===== config.mk =====
export PLATFORM = sky130hd
export DESIGN_NAME = spi_accel_responder
export DESIGN_NICKNAME = d
export VERILOG_FILES = /design/src/rtl/spi_accel_responder.sv
export SDC_FILE = /design/constraint.sdc
export NUM_CORES = 1
export LEC_CHECK = 0
export CORE_UTILIZATION = 45
export CTS_BUF_LIST = sky130_fd_sc_hd__clkbuf_4
export CTS_CLUSTER_DIAMETER = 150
export DETAILED_ROUTE_END_ITERATION = 10
export GPL_TIMING_DRIVEN = 0
export PLACE_DENSITY = 0.68
export SYNTH_ARGS = -nofsm -noshare
export SYNTH_HDL_FRONTEND = slang
export SYNTH_SLANG_ARGS = --single-unit

===== constraint.sdc =====
create_clock -name sys_clock -period 3.6 [get_ports sys_clock]
set_clock_uncertainty 0.05 [all_clocks]
set_input_delay 1.08 -clock sys_clock [delete_from_list [all_inputs] [get_ports sys_clock]]
set_output_delay 1.08 -clock sys_clock [all_outputs]
set_load 0.01 [all_outputs]

===== src/rtl/spi_accel_responder.sv =====
// SPI mode-3 target emulating an accelerometer: 64x8 register file,
// command decode, burst reads/writes and sample-port loading of axis data.
module spi_accel_responder #(
    parameter logic [7:0]  DEVID       = 8'hE5,
    parameter logic [7:0]  BW_RATE_RST = 8'h0A,
    parameter int unsigned SYNC_STAGES = 2
) (
    input  logic        sys_clock,
    input  logic        reset_n,
    input  logic        SCL,
    input  logic        CS,
    input  logic        MOSI,
    output logic        MISO,
    output logic        miso_oe,
    input  logic        sample_valid,
    input  logic [15:0] sample_x,
    input  logic [15:0] sample_y,
    input  logic [15:0] sample_z,
    output logic        int1,
    output logic        wr_strobe,
    output logic [5:0]  wr_addr,
    output logic [7:0]  wr_data,
    output logic        busy
);

    localparam int unsigned AW    = 6;
    localparam int unsigned DW    = 8;
    localparam int unsigned SW    = 16;
    localparam int unsigned NREGS = 64;

    localparam logic [AW-1:0] ADDR_DEVID = 6'h00;
    localparam logic [AW-1:0] ADDR_BW    = 6'h2C;
    localparam logic [AW-1:0] ADDR_X0    = 6'h32;
    localparam logic [AW-1:0] ADDR_X1    = 6'h33;
    localparam logic [AW-1:0] ADDR_Y0    = 6'h34;
    localparam logic [AW-1:0] ADDR_Y1    = 6'h35;
    localparam logic [AW-1:0] ADDR_Z0    = 6'h36;
    localparam logic [AW-1:0] ADDR_Z1    = 6'h37;

    typedef enum logic [1:0] {ST_IDLE, ST_CMD, ST_DATA} state_e;

    state_e state_q, state_d;

    logic [SYNC_STAGES-1:0] scl_sync_q, cs_sync_q, mosi_sync_q;
    logic scl_s, cs_s, mosi_s;
    logic scl_prev_q, cs_prev_q;
    logic scl_rise_q, scl_fall_q, cs_rise_q, cs_fall_q;

    logic [2:0]    bit_cnt_q, bit_cnt_d;
    logic [DW-1:0] shift_q, shift_d;
    logic [DW-1:0] tx_q, tx_d;
    logic          rw_q, rw_d, mb_q, mb_d;
    logic [AW-1:0] addr_q, addr_d, next_addr;
    logic          miso_q, miso_d;
    logic          oe_q, busy_q;
    logic          int1_q, int1_d, int1_clr;
    logic          wr_strobe_q, wr_strobe_d;
    logic [AW-1:0] wr_addr_q, wr_addr_d;
    logic [DW-1:0] wr_data_q, wr_data_d;

    logic          spi_we;
    logic [AW-1:0] spi_waddr;
    logic [DW-1:0] spi_wdata;

    logic          pend_valid_q, pend_valid_d;
    logic [SW-1:0] pend_x_q, pend_y_q, pend_z_q, pend_x_d, pend_y_d, pend_z_d;
    logic          axis_ld, in_txn;
    logic [SW-1:0] axis_x, axis_y, axis_z;

    logic [DW-1:0] regs_q [NREGS];

    function automatic logic is_ro(input logic [AW-1:0] a);
        return (a == ADDR_DEVID) || (a >= 6'h30 && a <= 6'h39);
    endfunction

    assign scl_s  = scl_sync_q[SYNC_STAGES-1];
    assign cs_s   = cs_sync_q[SYNC_STAGES-1];
    assign mosi_s = mosi_sync_q[SYNC_STAGES-1];

    // Input synchronizers and registered edge pulses (acted on one cycle later)
    always_ff @(posedge sys_clock or negedge reset_n) begin
        if (!reset_n) begin
            scl_sync_q  <= '1;
            cs_sync_q   <= '1;
            mosi_sync_q <= '0;
            scl_prev_q  <= 1'b1;
            cs_prev_q   <= 1'b1;
            scl_rise_q  <= 1'b0;
            scl_fall_q  <= 1'b0;
            cs_rise_q   <= 1'b0;
            cs_fall_q   <= 1'b0;
            busy_q      <= 1'b0;
            oe_q        <= 1'b0;
        end else begin
            scl_sync_q  <= {scl_sync_q[SYNC_STAGES-2:0], SCL};
            cs_sync_q   <= {cs_sync_q[SYNC_STAGES-2:0], CS};
            mosi_sync_q <= {mosi_sync_q[SYNC_STAGES-2:0], MOSI};
            scl_prev_q  <= scl_s;
            cs_prev_q   <= cs_s;
            scl_rise_q  <= scl_s & ~scl_prev_q;
            scl_fall_q  <= ~scl_s & scl_prev_q;
            cs_rise_q   <= cs_s & ~cs_prev_q;
            cs_fall_q   <= ~cs_s & cs_prev_q;
            busy_q      <= ~cs_s;
            oe_q        <= ~cs_s;
        end
    end

    // Transaction FSM: command decode, shift in/out, write and read-advance
    always_comb begin
        state_d     = state_q;
        bit_cnt_d   = bit_cnt_q;
        shift_d     = shift_q;
        tx_d        = tx_q;
        rw_d        = rw_q;
        mb_d        = mb_q;
        addr_d      = addr_q;
        miso_d      = miso_q;
        wr_strobe_d = 1'b0;
        wr_addr_d   = wr_addr_q;
        wr_data_d   = wr_data_q;
        spi_we      = 1'b0;
        spi_waddr   = addr_q;
        spi_wdata   = shift_q;
        int1_clr    = 1'b0;
        next_addr   = mb_q ? addr_q + 6'd1 : addr_q;

        if (cs_rise_q) begin
            state_d   = ST_IDLE;
            bit_cnt_d = 3'd0;
            miso_d    = 1'b0;
        end else begin
            case (state_q)
                ST_IDLE: begin
                    if (cs_fall_q) begin
                        state_d   = ST_CMD;
                        bit_cnt_d = 3'd0;
                        shift_d   = '0;
                        miso_d    = 1'b0;
                    end
                end
                ST_CMD: begin
                    miso_d = 1'b0;
                    if (scl_rise_q) begin
                        shift_d   = {shift_q[DW-2:0], mosi_s};
                        bit_cnt_d = bit_cnt_q + 3'd1;
                        if (bit_cnt_q == 3'd7) begin
                            rw_d    = shift_d[7];
                            mb_d    = shift_d[6];
                            addr_d  = shift_d[AW-1:0];
                            state_d = ST_DATA;
                            if (shift_d[7]) begin
                                tx_d = regs_q[shift_d[AW-1:0]];
                            end
                        end
                    end
                end
                ST_DATA: begin
                    if (scl_fall_q && rw_q) begin
                        miso_d = tx_q[7];
                        tx_d   = {tx_q[DW-2:0], 1'b0};
                    end
                    if (scl_rise_q) begin
                        shift_d   = {shift_q[DW-2:0], mosi_s};
                        bit_cnt_d = bit_cnt_q + 3'd1;
                        if (bit_cnt_q == 3'd7) begin
                            addr_d = next_addr;
                            if (rw_q) begin
                                tx_d = regs_q[next_addr];
                                if (addr_q == ADDR_Z1) begin
                                    int1_clr = 1'b1;
                                end
                            end else if (!is_ro(addr_q)) begin
                                spi_we      = 1'b1;
                                spi_wdata   = shift_d;
                                wr_strobe_d = 1'b1;
                                wr_addr_d   = addr_q;
                                wr_data_d   = shift_d;
                            end
                        end
                    end
                end
                default: state_d = ST_IDLE;
            endcase
        end
    end

    // Sample port: load axis regs when idle, otherwise hold latest until CS rises
    always_comb begin
        in_txn       = busy_q || (state_q != ST_IDLE);
        axis_ld      = 1'b0;
        axis_x       = sample_x;
        axis_y       = sample_y;
        axis_z       = sample_z;
        pend_valid_d = pend_valid_q;
        pend_x_d     = pend_x_q;
        pend_y_d     = pend_y_q;
        pend_z_d     = pend_z_q;

        if (sample_valid && (!in_txn || cs_rise_q)) begin
            axis_ld      = 1'b1;
            pend_valid_d = 1'b0;
        end else if (sample_valid) begin
            pend_valid_d = 1'b1;
            pend_x_d     = sample_x;
            pend_y_d     = sample_y;
            pend_z_d     = sample_z;
        end else if (cs_rise_q && pend_valid_q) begin
            axis_ld      = 1'b1;
            axis_x       = pend_x_q;
            axis_y       = pend_y_q;
            axis_z       = pend_z_q;
            pend_valid_d = 1'b0;
        end

        int1_d = axis_ld ? 1'b1 : (int1_clr ? 1'b0 : int1_q);
    end

    // FSM and datapath state registers
    always_ff @(posedge sys_clock or negedge reset_n) begin
        if (!reset_n) begin
            state_q      <= ST_IDLE;
            bit_cnt_q    <= 3'd0;
            shift_q      <= '0;
            tx_q         <= '0;
            rw_q         <= 1'b0;
            mb_q         <= 1'b0;
            addr_q       <= '0;
            miso_q       <= 1'b0;
            int1_q       <= 1'b0;
            wr_strobe_q  <= 1'b0;
            wr_addr_q    <= '0;
            wr_data_q    <= '0;
            pend_valid_q <= 1'b0;
            pend_x_q     <= '0;
            pend_y_q     <= '0;
            pend_z_q     <= '0;
        end else begin
            state_q      <= state_d;
            bit_cnt_q    <= bit_cnt_d;
            shift_q      <= shift_d;
            tx_q         <= tx_d;
            rw_q         <= rw_d;
            mb_q         <= mb_d;
            addr_q       <= addr_d;
            miso_q       <= miso_d;
            int1_q       <= int1_d;
            wr_strobe_q  <= wr_strobe_d;
            wr_addr_q    <= wr_addr_d;
            wr_data_q    <= wr_data_d;
            pend_valid_q <= pend_valid_d;
            pend_x_q     <= pend_x_d;
            pend_y_q     <= pend_y_d;
            pend_z_q     <= pend_z_d;
        end
    end

    // Register file: SPI writes (never to read-only space) and axis loads
    always_ff @(posedge sys_clock or negedge reset_n) begin
        if (!reset_n) begin
            regs_q             <= '{default: 8'h00};
            regs_q[ADDR_DEVID] <= DEVID;
            regs_q[ADDR_BW]    <= BW_RATE_RST;
        end else begin
            if (spi_we) begin
                regs_q[spi_waddr] <= spi_wdata;
            end
            if (axis_ld) begin
                regs_q[ADDR_X0] <= axis_x[7:0];
                regs_q[ADDR_X1] <= axis_x[15:8];
                regs_q[ADDR_Y0] <= axis_y[7:0];
                regs_q[ADDR_Y1] <= axis_y[15:8];
                regs_q[ADDR_Z0] <= axis_z[7:0];
                regs_q[ADDR_Z1] <= axis_z[15:8];
            end
        end
    end

    assign MISO      = miso_q;
    assign miso_oe   = oe_q;
    assign busy      = busy_q;
    assign int1      = int1_q;
    assign wr_strobe = wr_strobe_q;
    assign wr_addr   = wr_addr_q;
    assign wr_data   = wr_data_q;

endmodule


======== Word level (Yosys, flattened, before mapping) ========
Cells that the tools add are included.
cells by class
  magnitude comparators ................... 6
  $add $sub $neg .......................... 2
  reduce and logical (&&, ||, !) cells .... 29
  equal/unequal tests ..................... 17
  bitwise logic cells ..................... 15
  mux-type cells .......................... 76
operators by type and width
  kind                   number
  $bwmux W512            1
  $mux W8                20
  $mux W16               9
  $mux W112              1
  $bmux W8 S6            2
  $demux W8 S6           1
  $mux W48               1
  $pmux W8 S2            2
  $mux W6                5
  $mux W1                23
  $ge A7 B7 Y1 const B   3
  $not A6 Y7             3
  $ne A2 B2 Y1 const B   7
  $ne A3 B3 Y1 const B   4
  $pmux W6 S2            1
  $reduce_and A4 Y1      3
  $reduce_and A6 Y1      2
  $reduce_bool A2 Y1     5
  $mux W3                3
  $mux W2                4
  $not A1 Y1             8
  $lt A7 B1 Y1 const B   1
  $add A6 B1 Y6 const B  1
  $eq A6 B6 Y1 const B   1
  23 further kinds       34
word-level totals
  output and inout port bits .............. 19
  bits in registers ....................... 620

======== Longest topological paths before layout ========
Gate-level depths: netlist (run 1).
  depth in word-level cells ............... 12
  gate-level depth with buffers ........... 15

======== Worst setup path after synthesis (run 1) ========
OpenSTA, ideal clock, no wires.
  path kind ............................... reg2reg
  start ................................... reg addr_q[0]
  end ..................................... reg tx_q[0]
  arrival ................................. 3451 ps
  setup time .............................. 123 ps
  clock period less this slack ............ 3624 ps
  setup slack ............................. -24 ps
  data required time ...................... 3427 ps
  stages on the path, launching flop included .. 15
  path through ............................ dfrtp_1 clkbuf_1 clkbuf_1 clkinv_1 clkbuf_1 ha_1 mux2_2 buf_2 buf_2 buf_1 mux4_2 a221oi_1 nand4_1 nand3_1 a21oi_1
on the way
  longest elaborated chain between the ends .. 10
RTL lines
  item                                          RTL line  text
  start, declared                               53        logic [AW-1:0] addr_q, addr_d, next_addr;
  start signal, assigned                        245       addr_q <= addr_d;
  $add A6 B1 Y6                                 126       next_addr = mb_q ? addr_q + 6'd1 : addr_q;
  $mux W6 *                                     126
  $not A6 Y7 (implied by the code) *            169       tx_d = regs_q[next_addr];
  $bmux W8 S6 *                                 169
  $mux W8 (implied by the code) * (2 in a row)  169
  $mux W8 *                                     168       if (rw_q) begin
  $mux W8 *                                     166       if (bit_cnt_q == 3'd7) begin
  $mux W8 *                                     163       if (scl_rise_q) begin
  $pmux W8 S2 *                                 133       case (state_q)
  end signal, assigned                          242       tx_q <= tx_d;
  end, declared                                 51        logic [DW-1:0] tx_q, tx_d;
Every way passes the cells marked *; elsewhere a longest branch is shown, timed or not. The select of a mux whose other input is x is not followed.
A chain may end at the register's enable or synchronous reset.

======== Worst setup path in the final report (run 1) ========
  start ................................... reg addr_q[1]
  end ..................................... reg tx_q[3]
Same word-level chain as after synthesis.

==> impl_summary.md, run 1 <==
Worst setup path
STA classifies the critical path startpoint as a register. The maximum fanout along the worst path is 8. The most numerous cell type found on the critical path is nor2_1. The largest single stage delay on the critical path is 1.08 ns. The element type at the critical path end is a register. Traced cell by cell, the critical path runs through ha_1 -> and3b_1 -> nor2_1 -> nor2_1 -> a22o_1 -> o21ai_2 -> a21o_1 -> a31oi_1. The cell with the largest stage delay on the worst path is nor2_1. The kind of critical path is reg2reg.

STA puts the critical path data arrival time at 4.53 ns. STA puts the critical path data required time at 4.42 ns.

Yosys
The number of distinct library cell variants in the gate-level netlist after synthesis is 61. The synthesized instance count is 2692. The multiplexer share of the synthesized area is 27.8%. Summing the areas of all compound-gate instances in the mapped netlist gives 10.6% of the synthesized area. The fraction of synthesized cell area in xor and xnor cells is 0.188%. Counting flops with an async set or reset pin after synthesis yields a share of 100%. Sequential elements use 48.7% of the synthesized area.

Of the total synthesized cell area, the portion taken by AND, OR, NAND and NOR gates is under 10%. The cell area that synthesis handed to floorplanning was approximately 0.032 mm2. For this run, the number of Yosys warnings is 0. The adder-cell share of the synthesized area is 0.353%. By area, the combinational part of the netlist is dominated by multiplexers. The number of nets in the synthesized netlist is 2755.

Dividing the synthesized area by the synthesized cell count gives 11.8 um2. The number of synthesized flops with an enable pin is 0. After synthesis the netlist holds a flip-flop and latch count of 620. The top flip-flop cell by instance count after synthesis is dfrtp_1.

Outcome
The final reports fail on setup timing. The run finished, with violations left.

Run
The max-cap check violation count is 0.

STA
The least setup slack across all paths after layout is -0.107 ns. For the pin with the worst max-slew slack, the measured transition is 1.45 ns. Setup repair after global routing could not meet its margin everywhere. The final worst-path cycle share is 103%.

The final number of max-transition violations is 0. In the final timing run, aggregate negative setup slack is -1.53 ns. The final critical-path required period is 3.71 ns. The worst pin sits at a relative slew slack of 2.88%.

The setup-violating endpoint count in the final report is 48. The fmax is 270 MHz. The number of hold violations in the final report is 0.

Floorplan
The die is 268 um wide. The floorplan step defined a die boundary enclosing 0.0719 mm2. The region available for standard cell placement spans around 0.070 mm2. The initial utilization of the core area, before any placement, comes to 45.5%. The count of pins on the block boundary is 73. From bottom edge to top edge, the die measures 268 um. The number of placement rows is 97.

Routing
The mean routed wirelength per cell is between 30 and 40 um. The first routing iteration left 3482 violations. Detailed routing inserted a total of ~27000 vias. The number of iterations in the first detailed-routing pass is 7.

In the routed design, unresolved DRC markers number 0. The total wire length is 138000 um. After detailed routing, the number of vias per cell comes to 6.65. The residual antenna-violating net count after detailed routing is 0.

Clock network
The clock sink count is 620. TritonCTS built the clock tree. The cell at the root of the clock tree is clkbuf_4. After clock tree synthesis, the clock-pin slew on the worst setup and hold paths is 0.06 ns.

The number of levels in the clock H-tree is 4. For the worst-skew pair, the clock arrives at the later sink with an insertion delay of ~1.1 ns. Counting along the longest clock path gives a buffer depth of 3. The total clock buffers created by CTS is 167.

GRT
The total global routing overflow is 0. The via count of the first global-routing pass is between 20000 and 30000. The number of antenna violations at the first check in global routing came to 12. Global routing consumed, over all layers together, 38.7% of the routing resources. Entering global routing, the biggest net connects approximately 120 pins.

The global-route wire length before repair is approximately 190000 um.

Min path
The min-delay analysis places its worst path in the category reg2reg.

Cells and area
The library cells used most frequently in the layout, excluding fill and tap cells, are dfrtp_1, nand2_1, o21ai_0. The layout overhead on the synthesized area is 18.2%. The number of nets in the finished design is 3056. The share of cells above drive strength 1 is about a third. The footprint of the multi-input gates is 0.0158 mm2. For this run, the share of the core covered by cells in the final layout is 53.8%. The number of filler instances in the final layout is 6062. The sequential standard cell area is 0.0155 mm2.

Leaving out fill and tap cells, the most frequent cell in the layout is dfrtp_1. After the flow finishes, the layout carries non-filler instances totaling approximately 4100.

Placed design
The weighted congestion reported at the end of routability-driven placement is 1.08. The instance count after placement with tap cells included is 3711. Once detailed placement completed, the half-perimeter wirelength came to 99600 um. In this run the tool buffered the top-level ports with between 70 and 80 buffer cells.

Power and ir drop
In this run the static leakage power is 16.2 nW. The worst ir drop on vdd is 0.284 mV. For this design the ratio of total power to cell area is 484 mW/mm2. After layout, the design draws a total of 0.0182 W.
## report_power, final
group	leakage (nW)	total, W	internal (W)	switching [W]
Combinational	6.48	0.00401	0.00125	0.00276
Sequential	8.41	0.00775	0.00741	0.000340
Clock	1.27	0.00648	0.00335	0.00313
## flip-flops by register name, indices dropped and copies added, names as in the netlist, 3 cells and up
| signal | cells |
|---|---|
| shift_q | 8 |
| wr_data | 8 |
| pend_y_q | 16 |
| tx_q | 8 |
| addr_q | 6 |
| pend_x_q | 16 |
| wr_addr | 6 |
| pend_z_q | 16 |
| regs_q | 512 |
| bit_cnt_q | 3 |
## critical path, delay by kind of cell, from the launching register on
kind / cells / cell delay [ns]
AOI/OAI and AO/OA: 4 / 1.08
and+or+nand+nor: 3 / 1.41
DFF: 1 / 0.61
adders and majority gates: 1 / 0.41
## area by class of cell
cell class,count,area share [%]
clock inverter,36,0.614
inverter,18,0.212
multi-input combinational,1805,41.9
timing repair buffer,141,4.18
tap,940,3.12
sequential,620,41.2
antenna,6,0.0398
clock buffer,254,5.06
buffer,240,3.70
## cell families (layout without fill, tap and decap cells)
| kind of cell | after synthesis | after routing |
|---|---|---|
| DFF | 620 | 620 |
| xor gates and xnor gates | 6 | 6 |
| buffers and inverters | 268 | 689 |
| adders and majority gates | 9 | 9 |
| other | 0 | 6 |
| and+or+nand+nor | 639 | 639 |
| AOI/OAI and AO/OA | 592 | 592 |
| muxes | 558 | 559 |
## per-stage QoR
stage / setup WS (ns) / hold slack, ns / cell area, um2
final: -0.107 / 0.274 / 37700
after global routing: -0.0784 / 0.266 / 37700
after CTS: -0.0562 / 0.251 / 37400
after detailed placement: -3.24 / 0.297 / 34000
after global placement: -25.58 / 0.292 / 33800
after floorplan: 0.0172 / 0.281 / 31900
## cells in the mapped netlist (3+ instances only)
| master | count | area (um2) |
|---|---|---|
| a31oi_1 | 15 | 93.8 |
| or3_1 | 3 | 18.8 |
| buf_4 | 12 | 90.1 |
| a21oi_1 | 120 | 601 |
| ha_1 | 9 | 113 |
| a211oi_1 | 4 | 30.0 |
| buf_1 | 21 | 78.8 |
| mux2i_1 | 73 | 731 |
| nor3b_1 | 3 | 22.5 |
| a32oi_1 | 7 | 61.3 |
| a2111oi_0 | 8 | 70.1 |
| nor2_1 | 158 | 593 |
| o21ai_0 | 287 | 1440 |
| buf_2 | 38 | 190 |
| and3_1 | 5 | 31.3 |
| and4_1 | 13 | 114 |
| mux4_2 | 237 | 5340 |
| nand4_1 | 40 | 250 |
| clkbuf_1 | 177 | 664 |
| mux2_2 | 248 | 2790 |
| nor2_2 | 14 | 87.6 |
| o22ai_1 | 55 | 344 |
| o221ai_1 | 6 | 52.6 |
| inv_1 | 17 | 63.8 |
| nor2b_1 | 7 | 43.8 |
| and2_1 | 5 | 31.3 |
| dfrtp_1 | 607 | 15200 |
| a22o_1 | 10 | 87.6 |
| xnor2_1 | 3 | 26.3 |
| nand2b_1 | 3 | 18.8 |
| a221oi_1 | 7 | 61.3 |
| a22oi_1 | 47 | 353 |
| nor3_1 | 11 | 55.1 |
| nand2_1 | 322 | 1210 |
| dfstp_2 | 13 | 342 |
| nand3_1 | 44 | 220 |
| a21boi_0 | 6 | 45.0 |
| a21o_1 | 5 | 37.5 |
## layer usage
metal  vias to the layer above  share of wire [%]  track usage, %
li1                      10719                  -               -
met1                     13772                 37            49.2
met2                      2039                 42            53.5
met3                       446                 15            18.6
met4                        16                6.2            22.0
met5                         -               0.22           0.541
## what timing repair did
| item | CTS | global route |
|---|---|---|
| hold endpoints to repair | 58 | 0 |
| gates resized for setup | 233 | 79 |
| cloned | 0 | 2 |
| pin swaps | 33 | 6 |
| hold buffers | 1 | 0 |
| endpoints found under the setup margin | 474 | 342 |
| buffers inserted | 55 | 5 |
## worst paths after layout
check | startpoint | to | slack (ns) | cells after the start
worst max-delay path | addr_q[1] | tx_q[3] | -0.11 | 8
worst min-delay path | scl_sync_q[0] | scl_sync_q[1] | 0.27 | 0
worst max register to register | addr_q[1] | tx_q[3] | -0.11 | 8
worst min register to register | scl_sync_q[0] | scl_sync_q[1] | 0.27 | 0
max in group asynchronous | reset_n | regs_q[292] | 1.36 | 4
min in group asynchronous | reset_n | cs_fall_q | 0.53 | 2
Power figures use the tool's default switching activity.
==> run 2, diff against run 1 <==
Settings changed: CAP_MARGIN from default to 20, CORE_MARGIN from default to 5.
==> impl_summary.md, run 2 (same netlist as run 1, synthesis figures left out) <==
Clock network
The clock transition at the registers of the reported paths is 0.06 ns (about the same). TritonCTS built the clock tree. The total clock buffers created by CTS is 172 (+3.0%).

The clock sink count is 620 (unchanged). The maximum clock insertion buffer count is 3 (unchanged). The clock network latency to the later pin of the worst-skew pair came to 1.06 ns (about the same).

The cell at the root of the clock tree is clkbuf_4. The number of levels in the clock H-tree is 4 (unchanged).

STA
The fmax is 265 MHz (-1.6%). The relative slew slack came to 17.9% (+15 points). The final critical-path required period is 3.77 ns (+0.0606 ns). The final number of max-transition violations is 0 (unchanged).

The setup-violating endpoint count in the final report is 8 (-83%). The number of hold violations in the final report is 0 (unchanged). The total negative setup slack was -0.504 ns (+1.02 ns). Setup repair after global routing could not meet its margin everywhere. The slew of the pin with the lowest slew margin is 1.22 ns (-0.230 ns). The least setup slack across all paths after layout was -0.167 ns (-0.0606 ns).

The final worst-path cycle share is 105% (+1.7 points).

Worst setup path
The kind of critical path is reg2reg. The most critical setup path has its startpoint at addr_q[3]. The critical path goes through buf_2 -> inv_1 -> xnor2_2 -> clkbuf_2 -> a22oi_1 -> a21boi_2 -> o21ai_0 -> a31oi_1. The family with the most delay on the worst path is buffers and inverters. The cell with the largest stage delay on the worst path is xnor2_2. The maximum fanout along the worst path is 10 (+2). The setup slack of the worst register-to-register path came to -0.17 ns (-0.06 ns). The capturing point of the worst reg2reg path is tx_q[7].

The element type at the critical path end is a register. The arrival time reported for the critical path endpoint is 4.67 ns (+0.14 ns). The biggest cell delay along the critical path was 0.74 ns (-0.34 ns). The total buffers and inverters traversed by the critical path is 3 (+3).

The worst register-to-register path begins at addr_q[3]. The data required time of the worst path is 4.50 ns (+0.08 ns). The worst setup path is launched from a register. The worst reg2reg path depth was 8 (unchanged).

Floorplan
The chip height was 276 um (+3.0%). The horizontal die dimension came to 276 um (+3.0%). The number of placement rows is 97 (unchanged).

The initial core utilization is 45.5% (-0.079 points). The count of pins on the block boundary is 73 (unchanged). The area of the die was 0.0763 mm2 (+6.1%).

The placeable core region is 0.0701 mm2 (+0.17%).

GRT
The largest net degree at the start of global routing is 121 (unchanged). The global-route wire length before repair is 200000 um (+3.8%). The via count of the first global-routing pass is 27088 (+1.4%). The number of antenna violations at the first check in global routing was 10 (-2). The total global routing overflow is 0 (unchanged). The global-route total usage across every layer is 36.4% (-2.2 points).

Cells and area
Leaving out fill and tap cells, the most frequent cell in the layout is dfrtp_1. The flip-flop count of the largest register, all copies and words added is 512 (unchanged). The post-layout instance count excluding filler cells came to 4106 (+1.1%).

The share of cells above drive strength 1 was 34.5% (+0.48 points). In the layout the commonest cells are dfrtp_1, nand2_1, clkbuf_4. Relative to the synthesized area, the layout overhead comes to 19.8%. The number of filler instances in the final layout is 6120 (+0.96%). The number of nets in the finished design was 3091 (+1.1%).

regs_q holds more flip-flops than any other register.

Routing
The total wire length is 142000 um (+2.9%). The mean routed wirelength per cell is 34.5 um (+1.8%). The number of iterations in the first detailed-routing pass is 8 (+1). The residual antenna-violating net count after detailed routing came to 0 (unchanged). The final routed DRC violation total is 0 (unchanged). The via-per-instance ratio is 6.61 (-0.63%). The number of vias after detailed routing is 27127 (+0.50%). The violation count after the first detailed-route iteration is 3772 (+8.3%).

Min path
The destination of the worst hold path is mosi_sync_q[1]. The number of cells traversed by the worst hold path came to 0 (unchanged). In this run the worst hold path is classified as reg2reg. The origin of the worst min-delay path is mosi_sync_q[0].

Placed design
The number of I/O port buffers was 72 (unchanged). The half-perimeter wire length after placement was 104000 um (+4.8%). The instance count after placement with tap cells included is 3730 (+0.51%). The post-placement setup slack is -3.76 ns (-0.521 ns).

The weighted congestion reported at the end of routability-driven placement is 1.07 (-0.34%).

Outcome
The checks that failed: setup timing. The run finished, with violations left.

Power and ir drop
The power density over the cells was 485 mW/mm2 (+0.18%). The static leakage power came to 16.4 nW (+1.7%). The worst ir drop on vdd is 0.304 mV (+7.0%).

Run
The max-cap check violation count is 0 (unchanged).
-- run 2: cell types whose count changed in the layout (fill, tap and decap cells not counted), moves of 5 or more --
| cell | previous run | this run |
|---|---|---|
| buf_8 | 4 | 9 |
| clkbuf_8 | 0 | 9 |
| clkbuf_2 | 59 | 39 |
| buf_6 | 11 | 21 |
| clkbuf_1 | 92 | 98 |
| o21ai_1 | 7 | 12 |
| buf_4 | 60 | 68 |
| clkbuf_4 | 269 | 297 |
| buf_2 | 28 | 23 |
-- run 2: final cells by class --
cell class / count / area (um2) / share of cell area (%)
repair buffers: 169 / 1870 / 4.89
inverters: 18 / 80.1 / 0.210
diodes: 8 / 20.0 / 0.0524
multi-input cells: 1804 / 15800 / 41.3
clock buffers: 265 / 1990 / 5.21
clock inverters: 39 / 239 / 0.626
plain buffers: 243 / 1520 / 3.99
well taps: 940 / 1180 / 3.08
flip-flops and latches: 620 / 15500 / 40.7
-- run 2: worst reg2reg max path, delay by kind of cell (launching register included) --
| family | cells | cell delay [ns] |
|---|---|---|
| compound gates | 4 | 1.06 |
| flops | 1 | 0.56 |
| buf+inv | 3 | 1.26 |
| xor+xnor | 1 | 0.75 |
-- run 2: worst max-delay path by stage --
stage                           end  slack, ns  cells after the start
after floorplan             tx_q[0]       0.02                     14
after global placement    cs_fall_q     -25.77                      1
after detailed placement    tx_q[7]      -3.76                     14
after CTS                   tx_q[4]      0.002                     11
after global routing        tx_q[7]      -0.02                      9
final                       tx_q[7]      -0.17                      8
-- run 2: repair_timing --
| action | CTS | global route |
|---|---|---|
| pin swaps | 35 | 2 |
| setup buffers | 60 | 6 |
| gates resized for setup | 297 | 35 |
| gates cloned | 1 | 0 |
| hold buffers | 1 | 0 |
| endpoints found under the setup margin | 473 | 309 |
| hold endpoints to repair | 52 | 0 |
-- run 2: per-stage QoR --
stage / hold slack [ns] / total power, W / util, % / area [um2]
floorplan: 0.281 / 0.00978 / - / 31900
global placement: 0.284 / 0.0116 / 48.2 / 33800
detailed placement: 0.285 / 0.0117 / 48.8 / 34200
CTS: 0.294 / 0.0184 / 54.1 / 38000
global route: 0.287 / 0.0192 / 54.4 / 38200
finish: 0.293 / 0.0185 / 54.4 / 38200
-- run 2: power breakdown --
| part | internal (W) | leakage (nW) | switching, W |
|---|---|---|---|
| sequential | 0.00741 | 8.41 | 0.000347 |
| clock | 0.00348 | 1.32 | 0.00317 |
| combinational | 0.00132 | 6.71 | 0.00278 |
| total | 0.0122 | 16.4 | 0.00631 |
-- run 2: layer usage --
layer / wire, um / global-route usage (%) / up-vias
li1: - / - / 10807
met1: 53700 / 47.7 / 14019
met2: 59500 / 51.2 / 1860
met3: 20400 / 17.1 / 433
met4: 8050 / 17.5 / 8
met5: 188 / 1.31 / -
